<file path="src/rtl/vga_fb_reader.sv">
// vga_fb_reader: scan-out side of the 640x480 3-bit framebuffer.
//   Generates 640x480@60 VGA timing from a pixel tick. It reads one framebuffer
//   pixel per tick and expands the {r,g,b} bits to 24-bit colour. Video, blank
//   and sync leave through registers that share one pipeline delay.
//
// Ports:
//   clock, resetn      system clock, asynchronous active-low reset
//   pix_en             pixel tick; all timing/pipeline state advances only when high
//   mem_raddr/mem_ren  framebuffer read address (y*H_VIS+x) and read enable (= pix_en)
//   mem_rdata          pixel {r,g,b}, valid RD_LAT enabled cycles after its address
//   vga_r/g/b          colour channels, zero outside the visible area
//   vga_hs/vga_vs      active-low syncs
//   vga_blank_n        high during the visible area
//   frame_start        one-clock pulse when the counters wrap to (0,0)
//   cursor_row/col     cursor text cell (CURSOR_OVERLAY_EN builds only)
//
// Build option: define CURSOR_OVERLAY_EN to add a blinking underline cursor.
// The blink runs from a 6-bit frame counter.
module vga_fb_reader #(
  parameter int unsigned H_VIS  = 640,
  parameter int unsigned H_FP   = 16,
  parameter int unsigned H_SYNC = 96,
  parameter int unsigned H_BP   = 48,
  parameter int unsigned V_VIS  = 480,
  parameter int unsigned V_FP   = 10,
  parameter int unsigned V_SYNC = 2,
  parameter int unsigned V_BP   = 33,
  parameter int unsigned RD_LAT = 1
`ifdef CURSOR_OVERLAY_EN
  ,
  parameter int unsigned CHAR_WIDTH  = 20,
  parameter int unsigned CHAR_HEIGHT = 30,
  parameter int unsigned TEXT_Y0     = 270
`endif
) (
  input  logic        clock,
  input  logic        resetn,
  input  logic        pix_en,
  output logic [18:0] mem_raddr,
  output logic        mem_ren,
  input  logic [2:0]  mem_rdata,
  output logic [7:0]  vga_r,
  output logic [7:0]  vga_g,
  output logic [7:0]  vga_b,
  output logic        vga_hs,
  output logic        vga_vs,
  output logic        vga_blank_n,
  output logic        frame_start
`ifdef CURSOR_OVERLAY_EN
  ,
  input  logic [7:0]  cursor_row,
  input  logic [7:0]  cursor_col
`endif
);

  localparam logic [9:0]  H_VIS_C  = 10'(H_VIS);
  localparam logic [9:0]  V_VIS_C  = 10'(V_VIS);
  localparam logic [9:0]  H_LAST   = 10'(H_VIS + H_FP + H_SYNC + H_BP - 1);
  localparam logic [9:0]  V_LAST   = 10'(V_VIS + V_FP + V_SYNC + V_BP - 1);
  localparam logic [9:0]  HS_FIRST = 10'(H_VIS + H_FP);
  localparam logic [9:0]  HS_LAST  = 10'(H_VIS + H_FP + H_SYNC - 1);
  localparam logic [9:0]  VS_FIRST = 10'(V_VIS + V_FP);
  localparam logic [9:0]  VS_LAST  = 10'(V_VIS + V_FP + V_SYNC - 1);
  localparam logic [18:0] STRIDE   = 19'(H_VIS);
  // One stage for the address register plus RD_LAT for the RAM.
  localparam int unsigned SR_W     = RD_LAT + 1;

  logic [9:0] h_cnt, v_cnt;
  logic       vis, hs_raw, vs_raw;

  logic [SR_W-1:0] vis_sr, hs_sr, vs_sr;
  logic [2:0]      pix;

  assign mem_ren = pix_en;

  // Timing counters. frame_start clears on every clock, stalled or not.
  always_ff @(posedge clock or negedge resetn) begin
    if (!resetn) begin
      h_cnt       <= '0;
      v_cnt       <= '0;
      frame_start <= 1'b0;
    end else begin
      frame_start <= 1'b0;
      if (pix_en) begin
        if (h_cnt == H_LAST) begin
          h_cnt <= '0;
          if (v_cnt == V_LAST) begin
            v_cnt       <= '0;
            frame_start <= 1'b1;
          end else begin
            v_cnt <= v_cnt + 10'd1;
          end
        end else begin
          h_cnt <= h_cnt + 10'd1;
        end
      end
    end
  end

  always_comb begin
    vis    = (h_cnt < H_VIS_C) && (v_cnt < V_VIS_C);
    hs_raw = !((h_cnt >= HS_FIRST) && (h_cnt <= HS_LAST));
    vs_raw = !((v_cnt >= VS_FIRST) && (v_cnt <= VS_LAST));
  end

`ifdef CURSOR_OVERLAY_EN
  logic [7:0]      cur_row_q, cur_col_q;
  logic [5:0]      frame_cnt;
  logic [12:0]     x0, y0, h_w, v_w;
  logic            bar;
  logic [SR_W-1:0] bar_sr;

  // Cursor position is latched once per frame so a mid-frame move never
  // tears the bar.
  always_ff @(posedge clock or negedge resetn) begin
    if (!resetn) begin
      cur_row_q <= '0;
      cur_col_q <= '0;
      frame_cnt <= '0;
    end else if (frame_start) begin
      cur_row_q <= cursor_row;
      cur_col_q <= cursor_col;
      frame_cnt <= frame_cnt + 6'd1;
    end
  end

  // 13-bit arithmetic covers the largest cell origin (row 255) without wrap;
  // cells off-screen fail the visible term and draw nothing.
  always_comb begin
    h_w = {3'b000, h_cnt};
    v_w = {3'b000, v_cnt};
    x0  = 13'(cur_col_q) * 13'(CHAR_WIDTH);
    y0  = 13'(TEXT_Y0) + 13'(cur_row_q) * 13'(CHAR_HEIGHT);
    bar = vis && frame_cnt[5] &&
          (h_w >= x0) && (h_w < x0 + 13'(CHAR_WIDTH)) &&
          (v_w >= y0 + 13'(CHAR_HEIGHT - 3)) && (v_w < y0 + 13'(CHAR_HEIGHT));
  end

  always_ff @(posedge clock or negedge resetn) begin
    if (!resetn) begin
      bar_sr <= '0;
    end else if (pix_en) begin
      bar_sr <= {bar_sr[SR_W-2:0], bar};
    end
  end

  always_comb begin
    pix = mem_rdata;
    if (bar_sr[SR_W-1]) pix = 3'b111;
  end
`else
  always_comb begin
    pix = mem_rdata;
  end
`endif

  // Stage 1: address register, with control flags entering their delay line.
  always_ff @(posedge clock or negedge resetn) begin
    if (!resetn) begin
      mem_raddr <= '0;
      vis_sr    <= '0;
      hs_sr     <= '1;
      vs_sr     <= '1;
    end else if (pix_en) begin
      mem_raddr <= vis ? (19'(v_cnt) * STRIDE + 19'(h_cnt)) : '0;
      vis_sr    <= {vis_sr[SR_W-2:0], vis};
      hs_sr     <= {hs_sr[SR_W-2:0], hs_raw};
      vs_sr     <= {vs_sr[SR_W-2:0], vs_raw};
    end
  end

  // Output stage: video and syncs leave the same register bank.
  always_ff @(posedge clock or negedge resetn) begin
    if (!resetn) begin
      vga_r       <= '0;
      vga_g       <= '0;
      vga_b       <= '0;
      vga_hs      <= 1'b1;
      vga_vs      <= 1'b1;
      vga_blank_n <= 1'b0;
    end else if (pix_en) begin
      vga_r       <= vis_sr[SR_W-1] ? {8{pix[2]}} : '0;
      vga_g       <= vis_sr[SR_W-1] ? {8{pix[1]}} : '0;
      vga_b       <= vis_sr[SR_W-1] ? {8{pix[0]}} : '0;
      vga_blank_n <= vis_sr[SR_W-1];
      vga_hs      <= hs_sr[SR_W-1];
      vga_vs      <= vs_sr[SR_W-1];
    end
  end

endmodule
</file>
<file path="config.mk">
export PLATFORM = sky130hd
export DESIGN_NAME = vga_fb_reader
export DESIGN_NICKNAME = d
export VERILOG_FILES = /design/src/rtl/vga_fb_reader.sv
export SDC_FILE = /design/constraint.sdc
export NUM_CORES = 1
export LEC_CHECK = 0
export CELL_PAD_IN_SITES_DETAIL_PLACEMENT = 0
export CELL_PAD_IN_SITES_GLOBAL_PLACEMENT = 1
export CORE_UTILIZATION = 39
export CTS_CLUSTER_SIZE = 8
export DETAILED_ROUTE_END_ITERATION = 8
export HOLD_SLACK_MARGIN = 0.1
export PLACE_DENSITY = 0.8
export SETUP_SLACK_MARGIN = 0.15
export SLEW_MARGIN = 20
export SYNTH_ARGS = -nofsm -noshare
export SYNTH_HDL_FRONTEND = slang
export SYNTH_SLANG_ARGS = --single-unit
</file>
<file path="constraint.sdc">
create_clock -name clock -period 8.7 [get_ports clock]
set_input_delay 1.305 -clock clock [delete_from_list [all_inputs] [get_ports clock]]
set_output_delay 1.305 -clock clock [all_outputs]
set_load 0.005 [all_outputs]
</file>
**Word level (Yosys, flattened, before mapping)**

Cells that the tools add are included.

- Add/subtract/negate cells: 3
- Multipliers: 1
- Magnitude comparators: 6
- Equality and inequality tests: 2
- Muxes and demuxes: 9
- Reductions and logical operators: 6

Operator list:

| operator | number |
|---|---|
| $mux 8 | 3 |
| $add 10x1->10 const B | 2 |
| $eq 10x10->1 const B | 2 |
| $mux 10 | 2 |
| $add 19x10->19 | 1 |
| $mux 19 | 1 |
| $mul 10x3->12 const B | 1 |
| $ge 10x10->1 const B | 1 |
| $ge 10x9->1 const B | 1 |
| $le 10x10->1 const B | 1 |
| $le 10x9->1 const B | 1 |
| $lt 10x10->1 const B | 1 |
| $lt 10x9->1 const B | 1 |
| $logic_and 1x1->1 | 3 |
| $mux 1 | 3 |
| $logic_not 1->1 | 2 |
| $reduce_and 2->1 | 1 |

- Flip-flop bits (word level): 73
- Bits of input ports: 6
- Output and inout bits: 48
- Logic and storage cells: 40

**Longest topological paths before layout**

- Depth after elaboration: 4
- Gate-level depth with buffers: 9
- Gate-level depth less buffers: 9

**Worst setup path after synthesis**

Ideal clock, no wire load.

- Path type: reg-to-reg
- From: register v_cnt[1]
- To: register mem_raddr[18]
- Setup time: 124 ps
- Arrival: 2,800 ps
- Data required time: 8,576 ps
- Setup slack: 5,776 ps
- Stages on the path, launching flop included: 10
- Buffers on the path: 0
- Clock period less this slack: 2,924 ps
- Cell sequence: dfrtp_1 -> ha_1 -> ha_1 -> fa_1 -> a211o_1 -> a2111oi_0 -> nand3b_1 -> nor4_1 -> a221o_1 -> a211o_1

- Longest elaborated chain between the ends: 3
- Elaborated cells on any way between the ends: 5
- Classes of those cells: add/sub: 1; mul: 1; order compare: 1; mux: 1; reduce/logical: 1

RTL lines:

| element | line | text |
|---|---|---|
| from (decl) | 68 | `logic [9:0] h_cnt, v_cnt;` |
| from (signal assigned) | 91 | `v_cnt <= v_cnt + 10'd1;` |
| $mul 10x3->12 / $lt 10x9->1 (equally long branches) | 165, 101 |  |
| $add 19x10->19 / $logic_and 1x1->1 (equally long branches) | 165, 101 |  |
| $mux 19 * | 165 | `mem_raddr <= vis ? (19'(v_cnt) * STRIDE + 19'(h_cnt)) : '0;` |
| to (signal assigned) | 165 |  |
| to (decl) | 39 | `output logic [18:0] mem_raddr,` |

Mark *: on every way between the ends. The rest lies on a longest branch, timed or not.
A chain may end at the register's enable or synchronous reset.

**Final worst setup path**

- From: input port pix_en
- To: output port mem_ren

RTL lines:

| element | line | text |
|---|---|---|
| from (decl) | 38 | `input logic pix_en,` |
| to (decl) | 40 | `output logic mem_ren,` |

No word-level cell between the ends.

==> out/results.tsv <==
stage	metric	value	unit
critical_path	critical_path.endpoint_type	output port	
logic_synthesis	synth_top_cells_by_area	dfrtp_1 37%, ha_1 9.2%, buf_4 5.3%, dfstp_2 5.0%, a22o_1 4.5%	
global_routing	grt_first_pass_wirelength	10370	um
critical_path	crit_path_frequent_cell	clkdlybuf4s50_1	
route	detail_route.iter0.violations	73	
worst_hold_path	hold_path_class	flip-flop to flip-flop	
placement	gp_routability_congestion	0.7816	
sta	min_period_over_period	0.4455	
logic_synthesis	synth_nets	340	
power	ir_drop	0.00005956	V
die	floorplan.die.width	91.76	um
final_layout	diodes	0	
placement	portbufs	53	
final_layout	num-fill-cells	733	
die	rows	32	
global_routing	antenna_found_initial	0	
logic_synthesis	syn-instance-count	309	
sta	timing.final.setup_violations	0	
logic_synthesis	synth.lib_cells_used.distinct	52	
route	antenna_left	0	
route	drt-wirelength-per-cell	14.35	um
outcome	run_status	complete, no violations	
route	firstDrtPassIters	4	
power	power.share.combinational	0.196	
placement	dp.final_hpwl	4528	um
power	power_frac_clock	0.256	
critical_path	cp_data_arrival_time	2.57	ns
critical_path	worst_setup_path_start_kind	input pin	
logic_synthesis	ys_ff_latch	52	
final_layout	finalNetCount	368	
critical_path	timing.setup.critical_path_class	input pin to output port	
final_layout	layout_cells_sized_above_1	0.08580	
sta	worst_margin_pin_slew	0.7555	ns
clock_network	cts_inserted_buffers	5	
power	int_pwr	401.6	uW
logic_synthesis	ys.flop_type	dfrtp_1	
power	power-per-cell-area	153.3	mW/mm2
route	route.final.wire_length	6316	um
clock_network	clk-insertion-delay-late	0.32	ns
sta	finClkSkew	0.01017	ns
clock_network	cts_clk_pin_slew_worst_paths	0.11	ns
global_routing	grt_use_total	0.1541	
global_routing	globalRoute.totalOverflow	0	
power	share_seq_of_total_power	0.547	
clock_network	post-cts-setup-buffers	0	
die	die_h	91.76	um
critical_path	max_stage_delay	0.55	ns
route	routed-via-count	2362	
sta	rsz0062_at_grt	false	
die	ios	54	
logic_synthesis	synth_enable_flop_cells	0	
sta	final_period_minus_worst_setup_slack	3.876	ns
clock_network	tritoncts	done	
critical_path	timing.critical_path.fanout_max	25	
sta	max_freq	258.0	MHz
clock_network	root_buffer	clkbuf_8	
clock_network	htreeDepth	2	
critical_path	crit_slowest_cell	clkdlybuf4s50_1	
sta	fin_setup_tns	0	ns
final_layout	area_of_the_multi_input_gates	0.001578	mm2
final_layout	layout_stage_area_growth_over_the_synthesis_result	17.56	%
logic_synthesis	synth.avg_cell_area	10.17	um2
logic_synthesis	ys_warn_count	0	
logic_synthesis	mappedNetlistArea	0.003142	mm2
die	initial_utilization	0.4045	
final_layout	layout.area.seq	0.001309	mm2
logic_synthesis	ys_async_sr_fraction	1.000	
global_routing	grt_start_max_net_pins	53	
route	drt_drc_violations_left	0	
clock_network	cts_max_path_buffers	2	
critical_path	worstPathRequired	7.39	ns
critical_path	critical_path.n_buffers_inverters	3	
flow_run	maxCapViolCount	0	
clock_network	post_cts_resized	0	
power	sw_frac_of_total	0.2909	
clock_network	cts.hold.buffers_added	0	
logic_synthesis	yosysSeqAreaShare	0.4166	
sta	report.final.slew_viol_count	0	
sta	slew_headroom	0.4917	
die	fp.dieArea	0.008419	mm2
sta	timing_hold_violations_final	0	
critical_path	cell_by_cell_listing_of_the_critical_path	clkdlybuf4s50_1 -> buf_4 -> clkdlybuf4s50_1	
logic_synthesis	netlist.area_leader.share	0.3664	
clock_network	cts_num_sinks	52	
route	vias_per_cell	5.368	
critical_path	critical-path-top-delay-family	buffers and inverters	
critical_path	reg2reg_setup_slack	5.47	ns
power	post-layout-total-power	566.3	uW
global_routing	first_global_vias	2142	
logic_synthesis	synth.largest_area_cell	dfrtp_1	
power	total_switching_power	164.8	uW
power	cellLeakagePower	0.001669	uW
die	placeableCoreArea	0.007767	mm2
==> cell usage after synthesis, types with 2 or more instances <==
cell      instances
or3_1             2
and2_1            2
o21ai_0          16
nor2_1           18
nand4_1           8
a211oi_1          5
a22o_1           16
xor2_1           12
dfrtp_1          46
a21oi_1           8
a21o_1            4
inv_1            12
nand2_1          16
buf_4            22
nor4b_1           2
a211o_1           3
xnor2_1          10
mux2_2            6
clkbuf_1         12
nand3b_1          3
and3_1            6
o31ai_1           2
nor4_1            5
nand4b_1          2
fa_1              2
nor3_1            4
dfstp_2           6
nand3_1           9
ha_1             23
o21a_1            5
==> flip-flops by register name (all words and copies together) (netlist names), 2 cells and up <==
name,flops
mem_raddr,19
v_cnt,10
vis_sr,2
vs_sr,2
h_cnt,10
hs_sr,2
==> stage by stage <==
stage | utilization | cells | area [um2] | worst slack [ns] | hold slack, ns
after floorplan | - | 309 | 3142 | 5.776 | 0.4482
after global placement | 0.4634 | 432 | 3600 | 4.823 | 0.4613
after detailed placement | 0.4634 | 432 | 3600 | 4.814 | 0.4721
after CTS | 0.4755 | 440 | 3694 | 4.815 | 0.4979
after global routing | 0.4755 | 440 | 3694 | 4.770 | 0.5272
final | 0.4755 | 440 | 3694 | 4.824 | 0.4925
==> layout make-up <==
class	count	share of cell area
Timing Repair Buffer	55	0.1463
Multi-Input combinational cell	211	0.4272
Inverter	12	0.01220
Sequential cell	52	0.3543
Clock inverter	3	0.006775
Clock buffer	5	0.01863
Tap cell	102	0.03455
==> cell usage in the layout (no fill, tap or decap), drive strengths merged, types with 3 or more instances in the layout <==
cell type       n
nand3           9
o21a            5
nand3b          3
buf             3
a211o           3
inv            14
nor3            4
mux2            6
dfrtp          46
nor4            5
ha             23
nand4           8
or3             3
dfstp           6
clkdlybuf4s50  52
a21oi           8
xor2           12
o21ai          16
nand2          16
nor2           18
xnor2          10
a22o           16
clkbuf          5
a21o            4
a211oi          5
and3            6
==> logic make-up (layout without fill, tap and decap cells) <==
family                   after synthesis  after routing  share of synthesized area
flip-flops                            52             52                     0.4166
buffers and inverters                 46             75                    0.08124
AO/OA/AOI/OAI                         71             71                     0.1633
XOR/XNOR                              22             22                    0.06133
adder cells (fa/ha/maj)               25             25                     0.1043
AND/OR/NAND/NOR                       86             86                     0.1486
multiplexers                           7              7                    0.02469
==> final timing paths <==
check,endpoint,cells past startpoint,start
setup / recovery,mem_ren,3,pix_en
hold / removal,vis_sr[0],1,vis_sr[0]
setup reg to reg,mem_raddr[18],9,v_cnt[1]
hold reg to reg,vis_sr[0],1,vis_sr[0]
max in group asynchronous,v_cnt[0],2,resetn
min in group asynchronous,mem_raddr[8],2,resetn
==> metal layers <==
metal,track usage,part of all wire,vias up
met2,0.2425,0.44,75
met3,0.03566,0.057,6
met5,0,0,-
met1,0.2160,0.49,1127
met4,0.03516,0.0089,0
li1,-,-,1154
==> power groups by stage <==
stage          registers, uW  clock network, uW  logic, uW
2_1_floorplan            301                  0       64.1
3_3_place_gp             314                  0        110
3_5_place_dp             315                  0        112
4_1_cts                  310                151        113
5_1_grt                  315                159        123
6_report                 310                145        111
Note: power is estimated with default switching activity, not from simulation.
